--- src/rtl/sar_adc_ctrl_if.sv ---
// Request/result bundle between the SAR sequencer and its user, plus the
// trial-code / comparator loop to the external ladder and op-amp comparator.
interface sar_adc_ctrl_if #(
  parameter int WIDTH    = 8,
  parameter int SETTLE_W = 4
);
  logic                start;
  logic [SETTLE_W-1:0] settle_cycles;
  logic                cmp_in;
  logic [WIDTH-1:0]    dac_code;
  logic [WIDTH-1:0]    result;
  logic                busy;
  logic                done;

  modport master (
    output start, settle_cycles, cmp_in,
    input  dac_code, result, busy, done
  );

  modport slave (
    input  start, settle_cycles, cmp_in,
    output dac_code, result, busy, done
  );
endinterface

--- src/rtl/sar_adc_ctrl.sv ---
// Successive-approximation sequencer: drives trial codes onto an external
// R-2R ladder and resolves one bit per settle window from the comparator.
module sar_adc_ctrl #(
  parameter int WIDTH    = 8,
  parameter int SETTLE_W = 4
) (
  input  logic           clk,
  input  logic           rst_n,
  input  logic           ena,
  sar_adc_ctrl_if.slave  bus
);
  localparam int IDX_W = (WIDTH > 1) ? $clog2(WIDTH) : 1;

  localparam logic [1:0] ST_IDLE   = 2'd0;
  localparam logic [1:0] ST_SETTLE = 2'd1;
  localparam logic [1:0] ST_DECIDE = 2'd2;
  localparam logic [1:0] ST_DONE   = 2'd3;

  logic [1:0]          state_reg;
  logic [WIDTH-1:0]    dac_reg;
  logic [WIDTH-1:0]    result_reg;
  logic [IDX_W-1:0]    idx_reg;
  logic [SETTLE_W-1:0] cnt_reg;
  logic [SETTLE_W-1:0] settle_reg;
  logic [1:0]          sync_reg;
  logic                cmp_sync;
  logic [SETTLE_W-1:0] settle_eff;
  logic [WIDTH-1:0]    decide_code;

  assign cmp_sync   = sync_reg[1];
  // A zero setting would leave the 2-flop synchronizer latency uncovered.
  assign settle_eff = (bus.settle_cycles == '0) ? SETTLE_W'(1) : bus.settle_cycles;

  // Code after resolving the current bit and, if any remain, trying the next.
  generate
    for (genvar gi = 0; gi < WIDTH; gi++) begin : g_decide
      if (gi < WIDTH - 1) begin : g_lower
        always_comb begin
          decide_code[gi] = dac_reg[gi];
          if (idx_reg == IDX_W'(gi))
            decide_code[gi] = dac_reg[gi] & cmp_sync;
          else if (idx_reg == IDX_W'(gi + 1))
            decide_code[gi] = 1'b1;
        end
      end else begin : g_top
        always_comb begin
          decide_code[gi] = dac_reg[gi];
          if (idx_reg == IDX_W'(gi))
            decide_code[gi] = dac_reg[gi] & cmp_sync;
        end
      end
    end
  endgenerate

  always_ff @(posedge clk or negedge rst_n) begin
    if (!rst_n) begin
      sync_reg <= 2'b00;
    end else begin
      sync_reg <= {sync_reg[0], bus.cmp_in};
    end
  end

  always_ff @(posedge clk or negedge rst_n) begin
    if (!rst_n) begin
      state_reg  <= ST_IDLE;
      dac_reg    <= '0;
      result_reg <= '0;
      idx_reg    <= IDX_W'(WIDTH - 1);
      cnt_reg    <= '0;
      settle_reg <= '0;
    end else if (!ena) begin
      // Abort: dac_code and result are left exactly as they were.
      state_reg <= ST_IDLE;
    end else begin
      case (state_reg)
        ST_IDLE: begin
          if (bus.start) begin
            settle_reg <= settle_eff;
            cnt_reg    <= settle_eff;
            dac_reg    <= {1'b1, {(WIDTH-1){1'b0}}};
            idx_reg    <= IDX_W'(WIDTH - 1);
            state_reg  <= ST_SETTLE;
          end
        end
        ST_SETTLE: begin
          if (cnt_reg == '0)
            state_reg <= ST_DECIDE;
          else
            cnt_reg <= cnt_reg - 1'b1;
        end
        ST_DECIDE: begin
          dac_reg <= decide_code;
          if (idx_reg == '0) begin
            result_reg <= decide_code;
            state_reg  <= ST_DONE;
          end else begin
            idx_reg   <= idx_reg - 1'b1;
            cnt_reg   <= settle_reg;
            state_reg <= ST_SETTLE;
          end
        end
        default: begin
          state_reg <= ST_IDLE;
        end
      endcase
    end
  end

  assign bus.dac_code = dac_reg;
  assign bus.result   = result_reg;
  assign bus.busy     = (state_reg == ST_SETTLE) || (state_reg == ST_DECIDE);
  assign bus.done     = (state_reg == ST_DONE);
endmodule

--- src/flat_wrapper.sv ---
// flat-port wrapper written by rule: the top's interface ports become plain ports
module sar_adc_ctrl_flat 
#(
  parameter int WIDTH    = 8,
  parameter int SETTLE_W = 4
)
  (clk, rst_n, ena, bus_start, bus_settle_cycles, bus_cmp_in, bus_dac_code, bus_result, bus_busy, bus_done);
  sar_adc_ctrl_if #(.WIDTH(WIDTH), .SETTLE_W(SETTLE_W)) bus_i ();
  input  logic clk;
  input  logic rst_n;
  input  logic ena;
  input wire logic [$bits(bus_i.start)-1:0] bus_start;
  input wire logic [$bits(bus_i.settle_cycles)-1:0] bus_settle_cycles;
  input wire logic [$bits(bus_i.cmp_in)-1:0] bus_cmp_in;
  output wire logic [$bits(bus_i.dac_code)-1:0] bus_dac_code;
  output wire logic [$bits(bus_i.result)-1:0] bus_result;
  output wire logic [$bits(bus_i.busy)-1:0] bus_busy;
  output wire logic [$bits(bus_i.done)-1:0] bus_done;
  assign bus_i.start = bus_start;
  assign bus_i.settle_cycles = bus_settle_cycles;
  assign bus_i.cmp_in = bus_cmp_in;
  assign bus_dac_code = bus_i.dac_code;
  assign bus_result = bus_i.result;
  assign bus_busy = bus_i.busy;
  assign bus_done = bus_i.done;
  sar_adc_ctrl #(.WIDTH(WIDTH), .SETTLE_W(SETTLE_W)) u_core (.clk(clk), .rst_n(rst_n), .ena(ena), .bus(bus_i));
endmodule
--- config.mk ---
export PLATFORM = sky130hd
export DESIGN_NAME = sar_adc_ctrl_flat
export DESIGN_NICKNAME = d
export VERILOG_FILES = /design/src/rtl/sar_adc_ctrl_if.sv /design/src/rtl/sar_adc_ctrl.sv /design/src/flat_wrapper.sv
export SDC_FILE = /design/constraint.sdc
export NUM_CORES = 1
export LEC_CHECK = 0
export CORE_ASPECT_RATIO = 2
export CORE_UTILIZATION = 55
export CTS_BUF_LIST = sky130_fd_sc_hd__clkbuf_8
export DETAILED_ROUTE_END_ITERATION = 16
export GPL_TIMING_DRIVEN = 0
export PLACE_DENSITY = 0.84
export SYNTH_ARGS = -nofsm -noshare
export SYNTH_HDL_FRONTEND = slang
export SYNTH_SLANG_ARGS = --single-unit
export TNS_END_PERCENT = 1
--- constraint.sdc ---
create_clock -name clk -period 2.83 [get_ports clk]
set_input_delay 0.566 -clock clk [delete_from_list [all_inputs] [get_ports clk]]
set_output_delay 0.566 -clock clk [all_outputs]
set_load 0.005 [all_outputs]
Word level (Yosys, flattened, before mapping)
Cells that the tools add are included.

Register bits after elaboration: 31. Output and inout bits: 18.

Equal/unequal tests: 15. Multiplexer cells: 30. Reductions and logical operators: 13. Add/subtract/negate cells: 2. Bitwise logic cells: 8.

Operators with widths (count): 4-bit two-way mux (4); 8-bit one-hot mux with 2 select lines (1); 1-bit two-way mux (15); 3-bit equality test, second input constant (4); 4-bit one-hot mux with 3 select lines (1); 3-bit AND reduction (3); 1-bit bitwise AND (8); 4-bit logical NOT (2); 2-bit two-way mux (4); 8-bit two-way mux (1); 3-bit by 2-bit equality test with 1-bit output, second input constant (2); 3-bit two-way mux (2); 2-bit != test, second input constant (3); 2-bit one-hot mux with 3 select lines (1); 3-bit one-hot mux with 2 select lines (1); 5-bit AND reduction (1); 2-bit equality test, second input constant (2); 4-bit AND reduction (1); 4-bit by 1-bit subtractor with 4-bit output, second input constant (1); 3-bit by 1-bit equality test with 1-bit output, second input constant (1); 3-bit logical NOT (1); 3-bit by 2-bit != test with 1-bit output, second input constant (1); 3-bit != test, second input constant (1); 3-bit nonzero test (1); other kinds (6) (6).

Logic depth before layout (Yosys ltp)
Gate-level depths: netlist of run 1.

Depth in word-level cells: 4. Depth in mapped cells: 8.

Worst setup path after synthesis of run 1
Ideal clock, no wire load.

Path kind: register to register. Start point: register u_core.idx_reg[0]. End point: register u_core.cnt_reg[0]. Stages on the path, launching flop included: 8. Required time: 2.705 ns. Path slack: 0.850 ns. Arrival: 1.854 ns. Path buffers: 1. Cell sequence: dfstp_2 -> inv_1 -> ha_1 -> and3b_1 -> buf_6 -> nor4b_4 -> and2b_4 -> mux2_4.

Word-level cells in the longest chain between the ends: 3.

RTL lines: start, declared (line sar_adc_ctrl.sv:22) `logic [IDX_W-1:0] idx_reg;`; start signal, assigned (line sar_adc_ctrl.sv:68) `idx_reg <= IDX_W'(WIDTH - 1);`; start signal, assigned (line sar_adc_ctrl.sv:81) `idx_reg <= IDX_W'(WIDTH - 1);`; start signal, assigned (line sar_adc_ctrl.sv:97) `idx_reg <= idx_reg - 1'b1;`; 3-bit logical NOT (line sar_adc_ctrl.sv:93) `if (idx_reg == '0) begin`; 2-bit != test (no source line); 5-bit AND reduction (no source line); end signal, assigned (line sar_adc_ctrl.sv:79) `cnt_reg <= settle_eff;`; end signal, assigned (line sar_adc_ctrl.sv:89) `cnt_reg <= cnt_reg - 1'b1;`; end signal, assigned (line sar_adc_ctrl.sv:98) `cnt_reg <= settle_reg;`; end, declared (line sar_adc_ctrl.sv:23) `logic [SETTLE_W-1:0] cnt_reg;`.

No other way between the ends. A chain may end at the register's enable or synchronous reset.

Worst setup path after layout of run 1
Start point: register u_core.state_reg[0]. End point: output bus_busy.

Word-level cells in the longest chain between the ends: 2. Elaborated cells between the ends (all ways): 3. Classes of those cells: eq/ne (2); reduce/logical (1).

RTL lines: start, declared (line sar_adc_ctrl.sv:19) `logic [1:0] state_reg;`; start signal, assigned (line sar_adc_ctrl.sv:65) `state_reg <= ST_IDLE;`; start signal, assigned (line sar_adc_ctrl.sv:73) `state_reg <= ST_IDLE;`; start signal, assigned (line sar_adc_ctrl.sv:82) `state_reg <= ST_SETTLE;`; 2-bit by 1-bit equality test with 1-bit output or 2-bit equality test (tied branches) (line sar_adc_ctrl.sv:111) `assign bus.busy = (state_reg == ST_SETTLE) || (state_reg == ST_DECIDE);`; 1-bit logical OR (*) (line sar_adc_ctrl.sv:111); end, declared (line flat_wrapper.sv:17) `output wire logic [$bits(bus_i.busy)-1:0] bus_busy;`.

Mark *: on every way between the ends. The rest lies on a longest branch, timed or not.

==> impl_metrics.tcl, run 1 <==
set metrics [dict create \
    synth_warnings 0 \
    cpMaxStageDelayCell "clkdlybuf4s50_1" \
    totalNegativeSetupSlack_ns 0 \
    cp_max_fo 7 \
    finClkSkew_ns 0.00608 \
    fin_nets 206 \
    layout_common_cells "dfrtp_1 (28), clkdlybuf4s50_1 (24), o21ai_0 (15)" \
    fp.dieH_um 79.8 \
    cts.clk_slew.worst_paths_ns 0.07 \
    ant_nets 0 \
    place_congestion 0.837 \
    peakVddDrop_v 0.000654 \
    drt-vias-per-instance 6.07 \
    rsz0062_at_grt "false" \
    syn_inst 154 \
    layout_commonest_cell "dfrtp_1" \
    fmax_ghz 0.429 \
    insertion_delay_ns 0.29 \
    root_buffer "clkbuf_8" \
    grt_usage_pct 27.6 \
    antenna_found_initial 0 \
    cts_tree "yes" \
    overflow 0 \
    numPortBuffers 25 \
    crit_type "register to output port" \
    power_density_mw_per_mm2 842 \
    p_leak_nw 0.966 \
    drt_pre_antenna_iters 4 \
    seq_area_frac_synth_pct 46.8 \
    critPathMaxStageDelay_ns 0.54 \
    min_path_type "input port to asynchronous set/reset pin" \
    cts.path.max_buffers 2 \
    finalHoldViolCount 0 \
    cts_resized 0 \
    final_core_util_pct 73.6 \
    drcViolationCount 0 \
    period_needed_ns 2.33 \
    first_global_vias 1355 \
    slew_viol_final 0 \
    cts_made_buffers 5 \
    cts_htree_levels 2 \
    fp.dieArea_sq_mm 0.00327 \
    wl_um 3700 \
    syn-cell-area_sq_mm 0.00167 \
    die_x_um 40.9 \
    fp-row-count 27 \
    cp.required_ns 2.26 \
    tightest_slew_ns 0.679 \
    ys_seq_elements 31 \
    crit_arrival_ns 1.77 \
    worst-path-buf-inv 2 \
    n_antenna_cell 0 \
    critPathLaunchType "register" \
    clock-sinks 31 \
    hpwl_um 2730 \
    floorplan.initialDensity_pct 59.4 \
    synth_nets 174 \
    drive_gt1_share_pct 19.8 \
    ios 27 \
    cp_cell_sequence "inv_1 > ha_1 > clkdlybuf4s50_1" \
    avgRoutedWirePerCell_um 17.1 \
    run_status "complete, no violations" \
    filler_cell_count 207 \
    post_cts_buffers 0 \
    drtIter0Drc 41 \
    syn_to_final_growth_pct 24.0 \
    max_slew_margin_pct 54.7 \
    synth_cell_types 39 \
    grt_pass1_wl_um 6050 \
    grt_max_degree 32 \
    ctsHoldBuffers 0 \
    setup_viol 0 \
    fp.coreArea_sq_mm 0.00280 \
    dr_total_vias 1311 \
    fin_crit_sh_pct 82.4 \
    end_kind "output port" \
    syn_area_per_cell_sq_um 10.8 \
    crit_family "buffers and inverters" \
    hold_ws_ns 0.305 \
    drv_cap 0 \
]
==> path summary, 6_finish.rpt <==
kind | start | to | slack, ns | cells after the start
worst max-delay path | u_core.state_reg[0] | bus_busy | 0.50 | 3
worst min-delay path | rst_n | u_core.bus.result[2] | 0.31 | 1
worst max register to register | u_core.idx_reg[0] | u_core.cnt_reg[0] | 0.66 | 7
worst min register to register | u_core.sync_reg[0] | u_core.sync_reg[1] | 0.38 | 0
max in group asynchronous | rst_n | u_core.bus.result[6] | 2.08 | 1
min in group clk | u_core.sync_reg[0] | u_core.sync_reg[1] | 0.38 | 0
==> kinds of logic (layout without fill, tap and decap cells) <==
group,count (synthesis),count (layout),share of synthesized area (%)
compound gates,45,45,18.0
simple gates,35,35,12.0
flops,31,31,46.8
buf+inv,18,51,5.11
mux,14,14,9.84
fa+ha+maj,11,11,8.26
==> synthesized netlist by cell type (all sizes together) <==
library cell,instances,share of area (%)
nand2b,1,0.38
and3b,1,0.53
nor4bb,1,0.60
a22o,9,4.9
a22oi,1,0.45
o2111ai,1,0.53
o221ai,1,0.53
buf,4,2.0
a21oi,10,3.0
mux2i,1,0.60
nor2,10,2.3
nand2,10,2.4
a21boi,1,0.45
a32oi,1,0.53
and3,1,0.45
nor2b,2,0.75
a31oi,1,0.38
ha,11,8.3
clkbuf,1,0.23
a221o,1,0.60
and2b,1,0.60
o21ai,15,4.5
nor3,3,0.90
or4,1,0.45
a31o,1,0.53
dfrtp,28,42
nor4b,1,1.4
dfstp,3,4.7
or3b,1,0.53
or3,1,0.45
a221oi,2,1.1
a2bb2oi,1,0.53
mux2,13,9.2
inv,13,2.9
nand3,1,0.30
==> metal layers <==
layer	vias to the layer above	GRT usage (%)	routed length [um]
met2	45	46.1	2130
met4	0	15.3	116
met1	643	28.5	1330
met5	-	0	0
met3	11	6.96	126
li1	612	-	-
==> power by group <==
| part | internal, mW | switching (mW) |
|---|---|---|
| registers | 0.547 | 0.0852 |
| clock network | 0.285 | 0.174 |
| logic | 0.314 | 0.334 |
| total | 1.15 | 0.593 |
==> through the flow <==
step	worst slack (ns)	power, mW	instance area (sq um)	std cells
after global placement	0.700	1.24	1950	208
final	0.499	1.74	2060	216
after detailed placement	0.648	1.28	1950	208
after CTS	0.493	1.75	2070	216
after global routing	0.419	1.85	2060	216
after floorplan	0.850	1.08	1670	154
==> layout make-up <==
type	instances	area, sq um	area share, %
Timing Repair Buffer	25	245	11.9
Sequential cell	31	779	37.8
Buffer	5	36.3	1.76
Tap cell	29	36.3	1.76
Clock buffer	6	82.6	4.00
Clock inverter	2	35.0	1.70
Multi-Input combinational cell	105	801	38.8
Inverter	13	48.8	2.36
No activity file was read; power rests on OpenSTA's default activity.
==> inputs of run 2 (changes only) <==
- CORE_UTILIZATION: 55 -> 50
- PLACE_DENSITY: 0.84 -> 0.8
- clock period: 2.83 -> 1.9 ns (I/O delays scaled with it)
==> run 2 against run 1 <==
Compared with the run above:
- clock-buffer cell count stayed put
- register-to-register slack got worse by 0.62 ns
- first-iteration DRC count grew 9.8%
- non-clock buffer count is 8 higher
- worst hold slack got worse by 0.18 ns
- routed wire length is 7.4% higher
- sequential share of layout area fell by 1.9 points
==> impl_metrics.tcl, run 2 (synthesized netlist as in run 1, its figures left out) <==
set metrics [dict create \
    overflow 0 \
    cp_cell_sequence "inv_2 > ha_4 > and3b_1 > nor4b_4 > and2b_4 > mux2_4" \
    avgRoutedWirePerCell_um 17.6 \
    slew_viol_final 0 \
    drcViolationCount 0 \
    die_x_um 42.8 \
    critPathMaxStageDelay_ns 0.55 \
    hpwl_um 2660 \
    numPortBuffers 25 \
    finalHoldViolCount 0 \
    fin_crit_sh_pct 97.8 \
    ios 27 \
    r2r_cells 6 \
    cpMaxStageDelayCell "dfstp_2" \
    hold_ws_ns 0.130 \
    min_path_type "input port to asynchronous set/reset pin" \
    fmax_ghz 0.538 \
    p_total_mw 2.78 \
    drt-vias-per-instance 6.19 \
    crit_arrival_ns 2.03 \
    cts_made_buffers 5 \
    p_leak_nw 0.998 \
    first_global_vias 1396 \
    drv_cap 0 \
    r2r_start "u_core.idx_reg[1]" \
    worstReg2RegEnd "u_core.cnt_reg[0]" \
    power_density_mw_per_mm2 1280 \
    critPathLaunchType "register" \
    final_core_util_pct 69.0 \
    fp.dieArea_sq_mm 0.00358 \
    grt_max_degree 32 \
    tightest_slew_ns 0.690 \
    final.setup.worst_slack_ns 0.0424 \
    layout_commonest_cell "dfrtp_1" \
    drtIter0Drc 45 \
    totalNegativeSetupSlack_ns 0 \
    finClkSkew_ns 0.00664 \
    dr_total_vias 1399 \
    period_needed_ns 1.86 \
    fp.coreArea_sq_mm 0.00316 \
    cts_htree_levels 2 \
    ff2ff_setup_slack_ns 0.04 \
    end_kind "register" \
    grt_usage_pct 24.8 \
    cts_tree "yes" \
    rsz0062_at_grt "true" \
    cts.path.max_buffers 2 \
    drt_pre_antenna_iters 4 \
    floorplan.initialDensity_pct 52.8 \
    layout_common_cells "dfrtp_1 (27), clkdlybuf4s50_1 (23), o21ai_0 (15)" \
    crit_family "simple AND/OR/NAND/NOR gates" \
    finish.instance_area_sq_mm 0.00218 \
    setup_viol 0 \
    cp.depth 6 \
    grt_pass1_wl_um 6610 \
    antenna_found_initial 0 \
    crit_type "register to register" \
    peakVddDrop_v 0.000816 \
    dp_cells 210 \
    dp_slack_ns -0.177 \
    instances_no_fill 226 \
    cp.required_ns 2.08 \
    filler_cell_count 227 \
    dpl_cell_area_sq_mm 0.00196 \
    syn_to_final_growth_pct 30.7 \
    ant_nets 0 \
    drive_gt1_share_pct 28.7 \
    cp_max_fo 3 \
    root_buffer "clkbuf_8" \
    wl_um 3970 \
    run_status "complete, no violations" \
    worst-path-buf-inv 1 \
    cts.clk_slew.worst_paths_ns 0.07 \
    clock-sinks 31 \
    fp-row-count 29 \
    place_congestion 0.828 \
    fp.dieH_um 83.6 \
    fin_nets 214 \
    max_slew_margin_pct 54.0 \
    n_antenna_cell 0 \
    insertion_delay_ns 0.29 \
]
[run 2: changes by cell type in the layout (fill, tap and decap cells not counted), moves of 2 or more]
cell   delta
inv_2     +3
ha_4      +4
buf_4    +10
inv_1     -4
buf_6     -2
ha_1      -5
[run 2: per-layer routing]
layer | up-vias | global-route usage (%) | part of all wire [%]
li1 | 626 | - | -
met1 | 689 | 24.9 | 36
met2 | 58 | 43.3 | 55
met3 | 26 | 4.98 | 3.1
met4 | 0 | 17.0 | 5.8
met5 | - | 0 | 0
[run 2: power by group]
part,switching [mW],leakage (nW),internal [mW],total [mW]
clock network,0.251,0.0612,0.424,0.675
registers,0.128,0.394,0.816,0.944
logic,0.587,0.543,0.575,1.16
[run 2: repair_timing]
item	CTS	global route
resized for setup	12	3
hold buffers	0	0
setup endpoints to repair	5	12
setup buffers	10	0
pin swaps	5	1
[run 2: cell type report]
cell class	count	area, sq um	area share (%)
multi-input combinational	105	856	39.3
sequential	31	781	35.9
inverter	13	51.3	2.36
clock buffer	6	82.6	3.79
clock inverter	2	35.0	1.61
buffer	3	13.8	0.632
timing repair buffer	35	319	14.7
tap	31	38.8	1.78
[run 2: worst register-to-register path, stage by stage, from the launching register on]
cell,delay (ns)
dfstp_2,0.55
inv_2,0.06
ha_4,0.16
and3b_1,0.20
nor4b_4,0.26
and2b_4,0.23
mux2_4,0.30
[run 2: worst max-delay path by stage]
stage                            from           endpoint  slack (ns)
detailed placement  u_core.idx_reg[1]  u_core.cnt_reg[0]       -0.18
CTS                 u_core.idx_reg[0]  u_core.cnt_reg[0]       -0.06
floorplan           u_core.idx_reg[1]  u_core.cnt_reg[0]       -0.02
global route        u_core.idx_reg[0]  u_core.cnt_reg[0]      -0.009
finish              u_core.idx_reg[1]  u_core.cnt_reg[0]        0.04
global placement    u_core.idx_reg[0]  u_core.cnt_reg[0]       -0.14
==> inputs of run 3 (changes only) <==
- CTS_CLUSTER_SIZE: default -> 12
- PLACE_DENSITY: 0.8 -> default
- PLACE_DENSITY_LB_ADDON: default -> 0.25
==> run 3 against run 2 <==
Compared with the run above:
- first-iteration DRC count decreased by 29%
- critical path depth is 3 lower
- register-to-register slack worse by 0.02 ns
- sequential power shrank 0.6%
- worst setup slack lost 0.077 ns
- critical path type is now register to output port
- clock-buffer cell count stayed put
- global-route usage is 1.7 points lower
- maximum frequency down 4.0%
- via count is 2.7% lower
- die area stayed put
- the flow now finishes with violations (setup timing)
==> impl_metrics.tcl, run 3 (synthesized netlist as in run 1, its figures left out) <==
set metrics [dict create \
    crit_type "register to output port" \
    setup_viol 1 \
    drcViolationCount 0 \
    cp.required_ns 1.52 \
    hpwl_um 2720 \
    fp.dieH_um 83.6 \
    finalHoldViolCount 0 \
    fin_crit_sh_pct 102 \
    fp.coreArea_sq_mm 0.00316 \
    min_path_type "input port to asynchronous set/reset pin" \
    power_density_mw_per_mm2 1270 \
    clock-sinks 31 \
    fp-row-count 29 \
    dr_total_vias 1361 \
    final_core_util_pct 67.8 \
    max_slew_margin_pct 54.0 \
    drt_pre_antenna_iters 4 \
    floorplan.initialDensity_pct 52.8 \
    place_congestion 0.836 \
    cp_max_fo 4 \
    n_antenna_cell 0 \
    fmax_ghz 0.517 \
    slew_viol_final 0 \
    antenna_found_initial 0 \
    violations "setup timing" \
    grt_pass1_wl_um 6370 \
    fp.dieArea_sq_mm 0.00358 \
    syn_to_final_growth_pct 28.5 \
    critPathLaunchType "register" \
    fin_nets 212 \
    ctsHoldBuffers 0 \
    peakVddDrop_v 0.000927 \
    drtIter0Drc 32 \
    drive_gt1_share_pct 27.5 \
    ios 27 \
    layout_commonest_cell "dfrtp_1" \
    ant_nets 0 \
    first_global_vias 1443 \
    crit_arrival_ns 1.55 \
    drt-vias-per-instance 6.08 \
    grt_usage_pct 23.2 \
    wl_um 3770 \
    grt_max_degree 32 \
    cts_made_buffers 5 \
    run_status "finished, violations left" \
    ff2ff_setup_slack_ns 0.02 \
    tightest_slew_ns 0.689 \
    rsz0062_at_grt "true" \
    final.setup.worst_slack_ns -0.0350 \
    p_leak_nw 0.987 \
    dp_slack_ns -0.202 \
    avgRoutedWirePerCell_um 16.8 \
    cts_htree_levels 2 \
    die_x_um 42.8 \
    cts.path.max_buffers 2 \
    drv_cap 0 \
    finClkSkew_ns 0.00369 \
    numPortBuffers 25 \
    cts.clk_slew.worst_paths_ns 0.07 \
    overflow 0 \
    root_buffer "clkbuf_8" \
    instances_no_fill 224 \
    dp_cells 210 \
    period_needed_ns 1.93 \
    cts_tree "yes" \
    layout_common_cells "dfrtp_1 (28), clkdlybuf4s50_1 (23), o21ai_0 (15)" \
    insertion_delay_ns 0.29 \
    hold_ws_ns 0.130 \
    end_kind "output port" \
]
## run 3: changes by cell type in the layout (fill, tap and decap cells not counted), sizes merged
cell and change:
buf -2
## run 3: critical path: stages (launching register included)
cell and delay [ns]:
dfrtp_1 0.38, buf_4 0.15, ha_2 0.22, clkdlybuf4s50_1 0.51
## run 3: final cells by class
type	count	area, sq um
buffer	3	13.8
clock buffer	6	82.6
clock inverter	2	35.0
fill	247	1020
inverter	13	51.3
multi-input combinational	105	836
sequential	31	779
tap	31	38.8
timing repair buffer	33	304
## run 3: routing by layer
metal / global-route usage [%] / vias to the layer above / wire [um]
met4: 13.4 / 0 / 102
li1: - / 626 / -
met2: 42.4 / 39 / 2220
met3: 3.68 / 10 / 130
met1: 22.9 / 686 / 1320
met5: 0 / - / 0
## run 3: timing repair
item | CTS | global route
gates resized for setup | 10 | 2
gates cloned | 0 | 0
setup buffers | 8 | 0
setup endpoints to repair | 5 | 13
pin swaps | 4 | 1
endpoints found under the hold margin | 0 | 0
## run 3: power breakdown
| group | switching, mW | total [mW] | leakage, nW | internal [mW] |
|---|---|---|---|---|
| logic | 0.554 | 1.10 | 0.530 | 0.547 |
| registers | 0.123 | 0.938 | 0.396 | 0.815 |
| clock network | 0.256 | 0.680 | 0.0612 | 0.424 |
## run 3: per-stage QoR
step | total power [mW] | cell area (sq um) | setup TNS, ns
global route | 2.88 | 2140 | -0.173
CTS | 2.69 | 2150 | -0.184
detailed placement | 1.91 | 1960 | -3.02
global placement | 1.86 | 1960 | -2.45
finish | 2.72 | 2140 | -0.0350
floorplan | 1.61 | 1670 | -0.0444
## run 3: path summary, 6_finish.rpt
kind,cells after the start,end,from
max,3,bus_done,u_core.state_reg[0]
min,1,u_core.bus.result[4],rst_n
max reg2reg,6,u_core.cnt_reg[0],u_core.idx_reg[0]
min reg2reg,0,u_core.sync_reg[1],u_core.sync_reg[0]
max in group asynchronous,1,u_core.settle_reg[3],rst_n
min in group clk,0,u_core.sync_reg[1],u_core.sync_reg[0]
